[src/rtl/keypad_scan_ctrl.sv]
// 4x4 matrix keypad scanner: rotates the column drive, debounces press and release of a
// single tracked key, and emits one key_valid pulse per physical keypress.
module keypad_scan_ctrl #(
    parameter int SCAN_CYCLES     = 4800,
    parameter int DEBOUNCE_CYCLES = 480000
) (
    input  logic       int_osc,
    input  logic       reset,
    input  logic [3:0] row,
    output logic [3:0] col,
    output logic [3:0] key,
    output logic       key_valid,
    output logic [2:0] fsm_state
);

    localparam int SW = (SCAN_CYCLES > 1) ? $clog2(SCAN_CYCLES) : 1;
    localparam int DW = (DEBOUNCE_CYCLES > 1) ? $clog2(DEBOUNCE_CYCLES) : 1;
    localparam logic [SW-1:0] SCAN_LAST = SW'(SCAN_CYCLES - 1);
    localparam logic [DW-1:0] DB_LAST   = DW'(DEBOUNCE_CYCLES - 1);

    typedef enum logic [2:0] {
        SCAN     = 3'd0,
        DB_PRESS = 3'd1,
        EMIT     = 3'd2,
        HELD     = 3'd3,
        DB_REL   = 3'd4
    } state_t;

    state_t        state;
    logic [3:0]    rs_meta;
    logic [3:0]    rs;
    logic [SW-1:0] dwell;
    logic [DW-1:0] db_cnt;
    logic [1:0]    lrow;
    logic [1:0]    lcol;
    logic [1:0]    low_row;
    logic [1:0]    col_idx;
    logic          row_bit;
    logic [3:0]    key_code;
    logic [3:0]    col_next;

    assign fsm_state = state;
    assign row_bit   = rs[lrow];
    assign col_next  = {col[2:0], col[3]};

    // Rows are asynchronous to int_osc; nothing downstream looks at the raw inputs.
    always_ff @(posedge int_osc or posedge reset) begin
        if (reset) begin
            rs_meta <= 4'b0000;
            rs      <= 4'b0000;
        end else begin
            rs_meta <= row;
            rs      <= rs_meta;
        end
    end

    always_comb begin
        low_row = 2'd0;
        if (rs[0])      low_row = 2'd0;
        else if (rs[1]) low_row = 2'd1;
        else if (rs[2]) low_row = 2'd2;
        else if (rs[3]) low_row = 2'd3;
    end

    always_comb begin
        col_idx = 2'd0;
        case (col)
            4'b0010: col_idx = 2'd1;
            4'b0100: col_idx = 2'd2;
            4'b1000: col_idx = 2'd3;
            default: col_idx = 2'd0;
        endcase
    end

    always_comb begin
        key_code = 4'h0;
        case ({lrow, lcol})
            4'b00_00: key_code = 4'h1;
            4'b00_01: key_code = 4'h2;
            4'b00_10: key_code = 4'h3;
            4'b00_11: key_code = 4'hA;
            4'b01_00: key_code = 4'h4;
            4'b01_01: key_code = 4'h5;
            4'b01_10: key_code = 4'h6;
            4'b01_11: key_code = 4'hB;
            4'b10_00: key_code = 4'h7;
            4'b10_01: key_code = 4'h8;
            4'b10_10: key_code = 4'h9;
            4'b10_11: key_code = 4'hC;
            4'b11_00: key_code = 4'hE;
            4'b11_01: key_code = 4'h0;
            4'b11_10: key_code = 4'hF;
            default:  key_code = 4'hD;
        endcase
    end

    // Counters only advance below their terminal value, so they can never wrap.
    always_ff @(posedge int_osc or posedge reset) begin
        if (reset) begin
            state     <= SCAN;
            col       <= 4'b0001;
            key       <= 4'h0;
            key_valid <= 1'b0;
            dwell     <= '0;
            db_cnt    <= '0;
            lrow      <= 2'd0;
            lcol      <= 2'd0;
        end else begin
            key_valid <= 1'b0;
            case (state)
                SCAN: begin
                    if (dwell == SCAN_LAST) begin
                        dwell <= '0;
                        if (rs != 4'b0000) begin
                            lrow   <= low_row;
                            lcol   <= col_idx;
                            db_cnt <= '0;
                            state  <= DB_PRESS;
                        end else begin
                            col <= col_next;
                        end
                    end else begin
                        dwell <= dwell + 1'b1;
                    end
                end
                DB_PRESS: begin
                    if (!row_bit) begin
                        db_cnt <= '0;
                        dwell  <= '0;
                        col    <= col_next;
                        state  <= SCAN;
                    end else if (db_cnt == DB_LAST) begin
                        key       <= key_code;
                        key_valid <= 1'b1;
                        state     <= EMIT;
                    end else begin
                        db_cnt <= db_cnt + 1'b1;
                    end
                end
                EMIT: state <= HELD;
                HELD: begin
                    if (!row_bit) begin
                        db_cnt <= '0;
                        state  <= DB_REL;
                    end
                end
                DB_REL: begin
                    if (row_bit) begin
                        state <= HELD;
                    end else if (db_cnt == DB_LAST) begin
                        db_cnt <= '0;
                        dwell  <= '0;
                        col    <= col_next;
                        state  <= SCAN;
                    end else begin
                        db_cnt <= db_cnt + 1'b1;
                    end
                end
                default: state <= SCAN;
            endcase
        end
    end

endmodule

[config.mk]
export PLATFORM = sky130hd
export DESIGN_NAME = keypad_scan_ctrl
export DESIGN_NICKNAME = d
export VERILOG_FILES = /design/src/rtl/keypad_scan_ctrl.sv
export SDC_FILE = /design/constraint.sdc
export NUM_CORES = 1
export LEC_CHECK = 0
export ABC_AREA = 1
export BUFFER_PORTS_ARGS = -buffer_cell sky130_fd_sc_hd__buf_4
export CELL_PAD_IN_SITES_DETAIL_PLACEMENT = 1
export CELL_PAD_IN_SITES_GLOBAL_PLACEMENT = 1
export CORE_ASPECT_RATIO = 1.5
export CORE_MARGIN = 5
export CORE_UTILIZATION = 41
export DETAILED_ROUTE_END_ITERATION = 7
export PLACE_DENSITY = 0.83
export SLEW_MARGIN = 5
export SYNTH_ARGS = -nofsm -noshare
export SYNTH_HDL_FRONTEND = slang
export SYNTH_SLANG_ARGS = --single-unit
[constraint.sdc]
create_clock -name int_osc -period 1.75 [get_ports int_osc]
set_input_delay 0.35 -clock int_osc [delete_from_list [all_inputs] [get_ports int_osc]]
set_output_delay 0.35 -clock int_osc [all_outputs]
set_load 0.01 [all_outputs]
Yosys cells after proc, flatten, opt, wreduce, memory -nomap -nowiden --
Memories as Yosys holds them, arrays and structs flattened. A register that Yosys moved wholly into a read port is not among the register bits. Cells that the tools add are included.
Operators by class: magnitude comparators 1, add/sub/neg operators 2, reductions and logical operators 10, equal/unequal tests 19, muxes and demuxes 37
Operators with widths (number):
- $mux 19 | 7
- $pmux 19 s4 | 1
- $mux 13 | 4
- $pmux 13 s3 | 1
- $mux 3 | 7
- $mux 4 | 5
- $add 19x1->19 const B | 1
- $eq 19x19->1 const B | 1
- $pmux 3 s5 | 1
- $ne 2x2->1 const B | 7
- $add 13x1->13 const B | 1
- $eq 13x13->1 const B | 1
- $pmux 4 s3 | 1
- $reduce_and 6->1 | 2
- $ne 3x3->1 const B | 3
- $mux 2 | 4
- $reduce_bool 4->1 | 2
- $eq 3x2->1 const B | 2
- $pmux 2 s3 | 1
- $reduce_and 3->1 | 2
- $reduce_and 5->1 | 1
- $eq 4x2->1 const B | 1
- $eq 4x3->1 const B | 1
- $eq 4x4->1 const B | 1
- other kinds (8) | 11
Storage, ports and cells: memories kept 1, logic and storage cells 79, input port bits 6, output and inout port bits 12, register bits 52, bits in read-only memories 64
Memory list:
- (name not given) | depth 16, width 4, read ports 1, clocked after memory_dff 1, wr ports 0, RTL line 77 | case ({lrow, lcol})

Logic depth before layout (Yosys ltp) --
depth after elaboration 4, gate-level depth with buffers 12, mapped depth without buffers 11

Worst setup path before layout --
Ideal clock, no wire load.
path type reg2reg, from register dwell[0], to register db_cnt[0], data required time 1.633 ns, clock period less this slack 1.622 ns, cell stages (with the launch flop) 12, path buffers 1, slack 0.128 ns, library setup time 0.117 ns, arrival time 1.505 ns, cells stage by stage dfrtp_1 -> ha_1 -> nand2_2 -> nor2_4 -> nand2_2 -> nor2_4 -> nor2_2 -> nor2_4 -> nand3_4 -> buf_6 -> nand2_1 -> nand2_1
On the way: longest elaborated chain between the ends 3
RTL lines:
- start, declared | RTL line 32 | logic [SW-1:0] dwell;
- start signal, assigned | RTL line 123 | dwell <= dwell + 1'b1;
- $eq 13x13->1 | RTL line 112 | if (dwell == SCAN_LAST) begin
- $ne 2x2->1 (no source line)
- $reduce_and 6->1 (no source line)
- end signal, assigned | RTL line 137 | db_cnt <= db_cnt + 1'b1;
- end signal, assigned | RTL line 156 | db_cnt <= db_cnt + 1'b1;
- end, declared | RTL line 33 | logic [DW-1:0] db_cnt;
Every way passes these cells. A chain may end at the register's enable or synchronous reset.

Worst setup path in the final report --
from register dwell[1], to register col[1]
On the way: longest elaborated chain between the ends 3
RTL lines:
- $eq 13x13->1 | RTL line 112
- $ne 2x2->1 (no source line)
- $reduce_and 6->1 (no source line)
- end signal, assigned | RTL line 120 | col <= col_next;
- end signal, assigned | RTL line 130 | col <= col_next;
- end signal, assigned | RTL line 153 | col <= col_next;
- end, declared | RTL line 10 | output logic [3:0] col,
Every way passes these cells.

==> flow_summary_export.csv <==
group,metric,value,unit
run_status,outcome,"complete, but fails checks",
run_status,violations,"negative setup slack",
yosys,synth_seq_area_share,40.8,%
yosys,synth_flop_cell,"dfrtp_1",
cells_and_area,drive_above_1_share,27.2,%
yosys,synth_top_family_by_area,"simple AND/OR/NAND/NOR gates",
worst_setup_path,required,1940,ps
global_routing,grt_pass1_vias,3236,
yosys,synthAdderAreaFrac,2.55,%
yosys,synth-xor-area-share,3.57,%
cts,root_buffer,"clkbuf_16",
place,place_hpwl,6.59,mm
yosys,avgSynthCellArea,7.52,um^2
global_routing,grt_max_degree,36,
yosys,synth_compound_area_share,5.76,%
die,die_w,84.7,um
drt,dr_total_vias,3336,
worst_setup_path,worstPathMaxFanout,5,
yosys,synth-edff-count,0,
drt,drt_iter0_drc,80,
yosys,yosysUniqueCellTypes,37,
die,row_count,41,
die,io_pins,18,
yosys,async_reset_ff_share,100,%
place,gp_congestion,0.852,
power,max-vdd-ir-drop,0.000550,V
timing,min_period_over_period,103,%
cts,htree_levels,2,
timing,setup_viol_count_final,16,
cts,cts_tree,"done",
worst_setup_path,endpoint_kind,"register",
timing,rsz0062_at_grt,"yes",
flow_run,maxCapViolCount,0,
yosys,synth_warnings,0,
timing,drv_slew,0,
cells_and_area,diodes,0,
cts,clockBufferDepth,2,
yosys,synthTopCellsByCount,"146 x nand2_1, 55 x dfrtp_1, 45 x inv_1, 42 x nor2_1, 32 x nand3_1",
cts,clock-sinks,56,
cts,clk_pin_slew_worst_paths,80,ps
place,pre_cts_slack,-23.4,ps
drt,drt_pass1_iterations,4,
global_routing,grt_first_pass_wirelength,14.9,mm
timing,fmax,554,MHz
worst_setup_path,crit_path_start_kind,"register",
cts,cts_hold_buf,0,
timing,setup_ws,-55.8,ps
yosys,synth.most_common_cell,"nand2_1",
hold_path,hp-class,"primary input to asynchronous set/reset pin",
worst_setup_path,reg2reg_depth,10,
timing,hold_viol,0,
drt,postRouteAntennaNets,0,
yosys,synth_top_cell_by_area,"dfrtp_1",
yosys,synth-seq-cells,56,
power,power.leakage,0.00209,uW
die,die_h,122,um
die,start_util,41.3,%
yosys,synth_mux_area_share,0,%
yosys,synth_nets,470,
drt,finalWirelength,10.4,mm
yosys,synth.top_cells.by_area,"dfrtp_1 40%, nand2_1 16%, inv_1 4.9%, nand3_1 4.7%, nor2_1 4.6%",
worst_setup_path,worstSetupPathType,"register to register",
cts,clkLatencyLatePin,300,ps
yosys,yosys.area_share.simple,39.5,%
timing,tightest_slew,459,ps
global_routing,antenna_found_initial,0,
cells_and_area,layout.nets,527,
worst_setup_path,worstPathArrival,1990,ps
timing,fin_crit,1810,ps
global_routing,grtUsageTotal,17.8,%
drt,wire_per_inst,16.8,um
global_routing,gr-total-overflow,0,
yosys,synthCells,457,
power,finalPower,2430,uW
drt,drc,0,
power,power_density,568,nW/um^2
timing,max-slew-margin-rel,69.4,%
yosys,yosys.area.top_type_share,40.1,%
drt,vias_per_cell,5.36,
yosys,synth_area,3430,um^2
timing,skew,4.24,ps
die,core-area,8310,um^2
timing,hold_slack,88.8,ps
place,numPortBuffers,17,
die,dieArea,10300,um^2
cts,cts_buffers,5,
cells_and_area,area_delta_synth_final,24.3,%
## critical path: stages (launching register included)
cell	delay, ps
dfrtp_1	390
ha_2	200
nand2_2	80
nor2_4	190
nand2_2	90
nor2_4	110
nor2_4	60
nor2_2	220
nand3_2	160
nand2_1	120
nand2_1	80
## cell families (layout without fill, tap and decap cells)
logic type	after synthesis	after routing
adder cells (fa/ha/maj)	7	7
buffers and inverters	60	113
XOR/XNOR	14	14
AND/OR/NAND/NOR	286	291
flip-flops	56	56
AO/OA/AOI/OAI	34	34
## registers in the layout, summed over array words and instances, names as in the netlist, 3 cells and up
| register | flops |
|---|---|
| col | 4 |
| db_cnt | 19 |
| dwell | 13 |
| fsm_state | 3 |
| key | 4 |
| rs | 4 |
| rs_meta | 4 |
## power by group
part	internal, uW	switching, uW
sequential	1300	6.56
combinational	15.6	38.6
clock	546	518
## stage by stage
stage          util (%)  setup TNS [ps]  instance area, um^2  instances
2_1_floorplan         -               0                 3430        457
3_3_place_gp       45.0               0                 3740        589
3_5_place_dp       45.0           -59.5                 3740        589
4_1_cts            47.0           -15.1                 3910        597
5_1_grt            51.4           -3180                 4270        622
6_report           51.4            -472                 4270        622
## path summary, 6_finish.rpt
kind | slack [ps] | from | endpoint
worst max-delay path | -60 | dwell[1] | col[1]
worst min-delay path | 90 | reset | db_cnt[5]
worst max register to register | -60 | dwell[1] | col[1]
worst min register to register | 350 | rs_meta[0] | rs[0]
max in group asynchronous | 1240 | reset | col[0]
min in group int_osc | 150 | row[0] | rs_meta[0]
## routing by layer
layer  vias up  global-route usage (%)  wire length, um
li1       1592                       -                -
met1      1659                    18.3             3710
met2        58                    35.4             6090
met3        27                    2.84              232
met4         0                    6.44              396
met5         -                       0                0
## final cells by class
class,instances,area [um^2]
clock buffer,5,125
clock inverter,3,26.3
fill,1033,4040
inverter,54,226
multi-input combinational,346,1950
sequential,56,1410
tap,107,134
timing repair buffer,51,399
## layout by cell type (no fill, tap or decap), drive strengths merged, types with 8 or more instances in the layout
| cell | instances |
|---|---|
| xor2 | 13 |
| nand4 | 20 |
| buf | 51 |
| nand2 | 161 |
| inv | 55 |
| nor2 | 51 |
| dfrtp | 55 |
| nor3 | 8 |
| o21ai | 22 |
| nand3 | 40 |
## timing repair
action                     4_1_cts  5_1_grt
setup buffers                    0       20
gates resized for setup          2       44
pin swaps                        0       13
setup endpoints to repair        8       35
cloned                           0        5
Power figures use the tool's default switching activity.
